`config.mk`:
```
export PLATFORM = sky130hd
export DESIGN_NAME = alu_seq_flat
export DESIGN_NICKNAME = d
export VERILOG_FILES = /design/src/rtl/alu_seq_if.sv /design/src/rtl/alu_seq.sv /design/src/flat_wrapper.sv
export SDC_FILE = /design/constraint.sdc
export NUM_CORES = 1
export LEC_CHECK = 0
export BUFFER_PORTS_ARGS = -buffer_cell sky130_fd_sc_hd__buf_2
export CAP_MARGIN = 20
export CORE_MARGIN = 5
export CORE_UTILIZATION = 62
export CTS_BUF_LIST = sky130_fd_sc_hd__clkbuf_16
export CTS_CLUSTER_SIZE = 25
export DETAILED_ROUTE_END_ITERATION = 8
export GPL_TIMING_DRIVEN = 0
export PLACE_DENSITY = 0.82
export SLEW_MARGIN = 20
export SYNTH_ARGS = -nofsm -noshare
export SYNTH_HDL_FRONTEND = slang
export SYNTH_SLANG_ARGS = --single-unit
```
`constraint.sdc`:
```
create_clock -name clk -period 3.4 [get_ports clk]
set_input_delay 0.34 -clock clk [delete_from_list [all_inputs] [get_ports clk]]
set_output_delay 0.34 -clock clk [all_outputs]
set_load 0.03 [all_outputs]
```
`src/rtl/alu_seq_if.sv`:
```
// Operation request/result bundle between control unit and ALU.
// The control unit drives the request side; the ALU returns results and flags.
interface alu_seq_if;
  logic        alu_start;
  logic [3:0]  alu_func;
  logic [1:0]  alu_in_sel;
  logic [15:0] op_a;
  logic [15:0] op_b;
  logic [7:0]  imm;
  logic [15:0] alu_out;
  logic        alu_end;
  logic        busy;
  logic        flag_z;
  logic        flag_c;
  logic        flag_n;

  modport master (
    output alu_start, alu_func, alu_in_sel,
    output op_a, op_b, imm,
    input  alu_out, alu_end, busy,
    input  flag_z, flag_c, flag_n
  );

  modport slave (
    input  alu_start, alu_func, alu_in_sel,
    input  op_a, op_b, imm,
    output alu_out, alu_end, busy,
    output flag_z, flag_c, flag_n
  );
endinterface

```
`src/rtl/alu_seq.sv`:
```
// Sequential 16-bit ALU: single-cycle ops via CALC,
// shift-add multiply over 16 iterations via MULT.
module alu_seq (
  input logic      clk,
  input logic      rst,
  alu_seq_if.slave bus
);

  typedef enum logic [1:0] {
    IDLE = 2'd0,
    CALC = 2'd1,
    MULT = 2'd2
  } state_t;

  localparam logic [3:0] F_MUL = 4'b1000;

  state_t      state;
  state_t      state_nxt;
  logic [15:0] a;
  logic [15:0] b;
  logic [3:0]  func;
  logic [4:0]  cnt;
  logic [31:0] mcand;
  logic [31:0] acc;
  logic [15:0] b_sel;
  logic [16:0] sum;
  logic [15:0] res;
  logic        res_c;
  logic [15:0] fin_out;
  logic        fin_c;
  logic        fin;
  logic        accept;
  logic [15:0] out_q;
  logic        end_q;
  logic        z_q;
  logic        c_q;
  logic        n_q;

  assign accept = (state == IDLE) && bus.alu_start;
  assign fin    = (state == CALC) ||
                  ((state == MULT) && (cnt == 5'd16));

  always_comb begin
    b_sel = 16'h0000;
    case (bus.alu_in_sel)
      2'b00:   b_sel = bus.op_b;
      2'b01:   b_sel = {8'h00, bus.imm};
      2'b10:   b_sel = 16'h0001;
      default: b_sel = 16'h0000;
    endcase
  end

  always_comb begin
    sum   = {1'b0, a} + {1'b0, b};
    res   = 16'h0000;
    res_c = 1'b0;
    case (func)
      4'b0000: {res_c, res} = sum;
      4'b0001: begin
        res   = a - b;
        res_c = (a < b);
      end
      4'b0010: res = a & b;
      4'b0011: res = a | b;
      4'b0100: res = a ^ b;
      4'b0101: res = ~a;
      4'b0110: begin
        res   = {a[14:0], 1'b0};
        res_c = a[15];
      end
      4'b0111: begin
        res   = {1'b0, a[15:1]};
        res_c = a[0];
      end
      default: ;
    endcase
  end

  always_comb begin
    fin_out = res;
    fin_c   = res_c;
    if (state == MULT) begin
      fin_out = acc[15:0];
      fin_c   = |acc[31:16];
    end
  end

  always_ff @(posedge clk or negedge rst) begin
    if (!rst) state <= IDLE;
    else      state <= state_nxt;
  end

  always_comb begin
    state_nxt = state;
    unique case (state)
      IDLE: begin
        if (bus.alu_start)
          state_nxt = (bus.alu_func == F_MUL) ? MULT : CALC;
      end
      CALC: state_nxt = IDLE;
      MULT: begin
        if (cnt == 5'd16) state_nxt = IDLE;
      end
      default: state_nxt = IDLE;
    endcase
  end

  always_ff @(posedge clk or negedge rst) begin
    if (!rst) begin
      a     <= '0;
      b     <= '0;
      func  <= '0;
      cnt   <= '0;
      mcand <= '0;
      acc   <= '0;
    end else if (accept) begin
      a     <= bus.op_a;
      b     <= b_sel;
      func  <= bus.alu_func;
      cnt   <= '0;
      mcand <= {16'h0000, bus.op_a};
      acc   <= '0;
    end else if ((state == MULT) && (cnt != 5'd16)) begin
      // b is consumed LSB-first while the multiplicand walks left
      if (b[0]) acc <= acc + mcand;
      mcand <= {mcand[30:0], 1'b0};
      b     <= {1'b0, b[15:1]};
      cnt   <= cnt + 5'd1;
    end
  end

  always_ff @(posedge clk or negedge rst) begin
    if (!rst) begin
      out_q <= '0;
      end_q <= 1'b0;
      z_q   <= 1'b0;
      c_q   <= 1'b0;
      n_q   <= 1'b0;
    end else begin
      end_q <= fin;
      if (fin) begin
        out_q <= fin_out;
        z_q   <= (fin_out == 16'h0000);
        c_q   <= fin_c;
        n_q   <= fin_out[15];
      end
    end
  end

  assign bus.alu_out = out_q;
  assign bus.alu_end = end_q;
  assign bus.busy    = (state != IDLE);
  assign bus.flag_z  = z_q;
  assign bus.flag_c  = c_q;
  assign bus.flag_n  = n_q;

endmodule

```
`src/flat_wrapper.sv`:
```
// flat-port wrapper written by rule: the top's interface ports become plain ports
module alu_seq_flat 
  (clk, rst, bus_alu_start, bus_alu_func, bus_alu_in_sel, bus_op_a, bus_op_b, bus_imm, bus_alu_out, bus_alu_end, bus_busy, bus_flag_z, bus_flag_c, bus_flag_n);
  alu_seq_if bus_i ();
  input logic clk;
  input logic rst;
  input wire logic [$bits(bus_i.alu_start)-1:0] bus_alu_start;
  input wire logic [$bits(bus_i.alu_func)-1:0] bus_alu_func;
  input wire logic [$bits(bus_i.alu_in_sel)-1:0] bus_alu_in_sel;
  input wire logic [$bits(bus_i.op_a)-1:0] bus_op_a;
  input wire logic [$bits(bus_i.op_b)-1:0] bus_op_b;
  input wire logic [$bits(bus_i.imm)-1:0] bus_imm;
  output wire logic [$bits(bus_i.alu_out)-1:0] bus_alu_out;
  output wire logic [$bits(bus_i.alu_end)-1:0] bus_alu_end;
  output wire logic [$bits(bus_i.busy)-1:0] bus_busy;
  output wire logic [$bits(bus_i.flag_z)-1:0] bus_flag_z;
  output wire logic [$bits(bus_i.flag_c)-1:0] bus_flag_c;
  output wire logic [$bits(bus_i.flag_n)-1:0] bus_flag_n;
  assign bus_i.alu_start = bus_alu_start;
  assign bus_i.alu_func = bus_alu_func;
  assign bus_i.alu_in_sel = bus_alu_in_sel;
  assign bus_i.op_a = bus_op_a;
  assign bus_i.op_b = bus_op_b;
  assign bus_i.imm = bus_imm;
  assign bus_alu_out = bus_i.alu_out;
  assign bus_alu_end = bus_i.alu_end;
  assign bus_busy = bus_i.busy;
  assign bus_flag_z = bus_i.flag_z;
  assign bus_flag_c = bus_i.flag_c;
  assign bus_flag_n = bus_i.flag_n;
  alu_seq u_core (.clk(clk), .rst(rst), .bus(bus_i));
endmodule
```
==> flow_summary_export.csv <==
group,metric,value,unit
route,via_per_inst,6.45,
floorplanning,core-area,15700,um^2
worst_setup_path,end_kind,"flop",
floorplanning,initial_core_util,62.4,%
sta,slew_headroom,35.3,%
clock_tree,path_clk_slew,0.06,ns
placement,port_buffers,67,
synthesis,synth.avg_cell_area,8.23,um^2
flow_run,max-cap-violations,0,
route,route.detailed.drc,0,
clock_tree,clockBufferDepth,2,
floorplanning,pin_count,70,
floorplanning,fp-row-count,46,
worst_setup_path,worstPathMaxFanout,6,
layout,synthToLayoutAreaGrowth,14.2,%
global_routing,grt_pass1_vias,9529,
synthesis,synth_edf_count,0,
global_routing,grt_pass1_wl,51.7,mm
sta,finalCritPeriodShare,98.8,%
global_routing,grt_max_degree,83,
clock_tree,tritoncts,"yes",
route,met1_length,13.0,mm
power,p_per_area,613,nW/um^2
worst_setup_path,worstSetupPathType,"flop to flop",
sta,fin_worst_skew,0.00865,ns
worst_setup_path,critPathArrivalTime,3.68,ns
clock_tree,h-tree-depth,4,
synthesis,ys_seq_area_share,32.2,%
synthesis,yosysWarnings,0,
global_routing,grt_antenna_before_repair,0,
global_routing,grt_use_total,36.3,%
run_status,status,"finished clean",
sta,fin_setup_tns,0,ns
layout,fillers,1242,
power,p_leak,5.20,nW
route,drt_iter0_drc,1008,
layout,drive_gt1_share,12.3,%
sta,finalCriticalPeriod,3.36,ns
sta,worst_pin_slew,0.962,ns
route,highest_layer,"met4",
clock_tree,cts_buffers,17,
layout,fin_util,71.2,%
sta,setup_viol,0,
sta,drv_slew,0,
layout,finish.net_count,1420,
sta,hold_violations,0,
synthesis,syn_area,9800,um^2
power,vdd_drop_max,417,uV
sta,fmax,298,MHz
worst_setup_path,cp.required,3.73,ns
route,routed_wirelength,32.5,mm
synthesis,synth.distinct_cells,88,
route,wl_met3,2.45,mm
placement,dp.final_hpwl,24.9,mm
global_routing,grt_overflow_total,0,
synthesis,ys_ff_latch,126,
route,dr.pass1.iters,6,
synthesis,syn_inst,1190,
synthesis,async_reset_ff_share,100,%
hold_path,holdCritPathClass,"input pin to flop",
clock_tree,clk_latency,0.43,ns
clock_tree,clkSinkCount,126,
worst_setup_path,start_kind,"flop",
route,met2_length,15.6,mm
clock_tree,clockRootBuffer,"clkbuf_16",
route,wl_per_cell,21.5,um
floorplanning,die_w,136,um
floorplanning,dieHeight,136,um
layout,antenna_cells,0,
route,ant_nets,0,
synthesis,syn_nets,1327,
placement,place_congestion,0.991,
route,vias,9751,
floorplanning,die-area,18400,um^2
synthesis,synth_flop_cell,"dfrtp_1",
sta,rsz0062_at_grt,"true",
power,finalPower,6.86,mW
-- worst max-delay path, stage by stage, from the launching register on --
cell      delay, ns
dfrtp_2        0.47
ha_2           0.25
inv_1          0.06
fa_1           0.37
nand2b_1       0.20
a32oi_1        0.29
o211ai_1       0.18
o31ai_4        0.31
nand3_1        0.12
a211o_1        0.26
nor4_1         0.29
nand4_1        0.15
o41ai_2        0.30
-- area by class of cell --
type                    count  area [um^2]  area share, %
well taps                 216          270           2.41
inverters                  69          259           2.31
plain buffers              66          313           2.79
clock buffers              17          425           3.80
flip-flops and latches    126         3160           28.2
repair buffers             74          414           3.70
multi-input cells         929         6140           54.8
clock inverters            15          219           1.96
-- cells in the mapped netlist (all sizes together), types with 16 or more instances --
cell type / count / share of area (%)
a21o: 19 / 1.5
a21oi: 80 / 4.1
a22oi: 22 / 1.8
buf: 28 / 1.7
clkbuf: 38 / 1.5
dfrtp: 126 / 32
ha: 85 / 11
inv: 69 / 2.6
mux2i: 16 / 1.6
nand2: 152 / 5.8
nand2b: 18 / 1.1
nand3: 57 / 2.9
nor2: 82 / 3.2
nor3: 25 / 1.3
o21ai: 105 / 5.4
xnor2: 19 / 1.7
xor2: 16 / 1.4
-- final timing paths --
kind	cells after the start	slack, ns	to	from
max in group asynchronous	3	2.23	u_core.bus.alu_out[1]$_DFFE_PN0P_	rst
worst min-delay path	3	0.13	u_core.func[3]$_DFFE_PN0P_	bus_alu_func[3]
worst min register to register	2	0.46	u_core.bus.alu_out[3]$_DFFE_PN0P_	u_core.bus.alu_out[3]$_DFFE_PN0P_
worst max register to register	12	0.04	u_core.bus.flag_z$_DFFE_PN0P_	u_core.b[0]$_DFFE_PN0P_
worst max-delay path	12	0.04	u_core.bus.flag_z$_DFFE_PN0P_	u_core.b[0]$_DFFE_PN0P_
min in group asynchronous	2	0.41	u_core.mcand[27]$_DFFE_PN0P_	rst
-- placed cells by master, fill, tap and decap left out, types with 13 or more instances in the layout --
cell	instances
nand2_1	151
dfrtp_1	124
o21ai_0	98
ha_1	83
nor2_1	81
a21oi_1	78
buf_2	76
inv_1	68
nand3_1	57
clkbuf_1	37
nor3_1	25
a22oi_1	21
xnor2_1	19
a21o_1	19
nand2b_1	18
clkbuf_16	17
xor2_1	16
mux2i_1	16
nor2b_1	14
o211ai_1	14
a221o_1	13
nor4_1	13
-- cells by family (layout without fill, tap and decap cells) --
kind of cell    Yosys count  count (layout)  synth area share [%]
buf+inv                 135             241                  5.82
mux                      19              19                  2.09
fa+ha+maj                88              88                  11.5
simple gates            416             416                  20.1
compound gates          371             371                  25.2
flops                   126             126                  32.2
xor+xnor                 35              35                  3.13
-- state kept, by name (all words and copies together), names as in the netlist --
register,count
u_core.bus.alu_out,16
u_core.b,16
u_core.cnt,5
u_core.func,4
u_core.a,16
u_core.bus.flag_z,1
u_core.bus.flag_c,1
u_core.state,2
u_core.bus.alu_end,1
u_core.acc,32
u_core.mcand,32
-- what timing repair did --
| item | in CTS | in global routing |
|---|---|---|
| hold endpoints to repair | 44 | 0 |
| hold buffers | 1 | 0 |
| resized for setup | 9 | 7 |
| pin swaps | 3 | 4 |
| endpoints found under the setup margin | 1 | 5 |
| setup buffers | 2 | 2 |
-- per-layer routing --
metal | vias up | track usage [%]
met5 | - | 0
met4 | 0 | 15.5
met3 | 81 | 6.24
met2 | 457 | 60.4
met1 | 4720 | 46.8
li1 | 4493 | -
-- stage by stage --
stage	setup WS (ns)	hold slack, ns	instance area (um^2)	cells
after floorplan	0.454	0.0444	9800	1190
after global placement	-0.185	0.446	10400	1473
after detailed placement	-0.290	0.290	10400	1474
after CTS	0.0203	0.124	11100	1509
after global routing	-0.0550	0.139	11200	1512
final	0.0415	0.128	11200	1512
-- where the power goes --
part           switching (mW)  internal, mW  leakage [nW]  total (mW)
sequential              0.232          1.73          1.66        1.96
clock                   0.716          1.30         0.301        2.01
combinational            1.86          1.02          3.25        2.89
(Power assumes the default switching activity.)
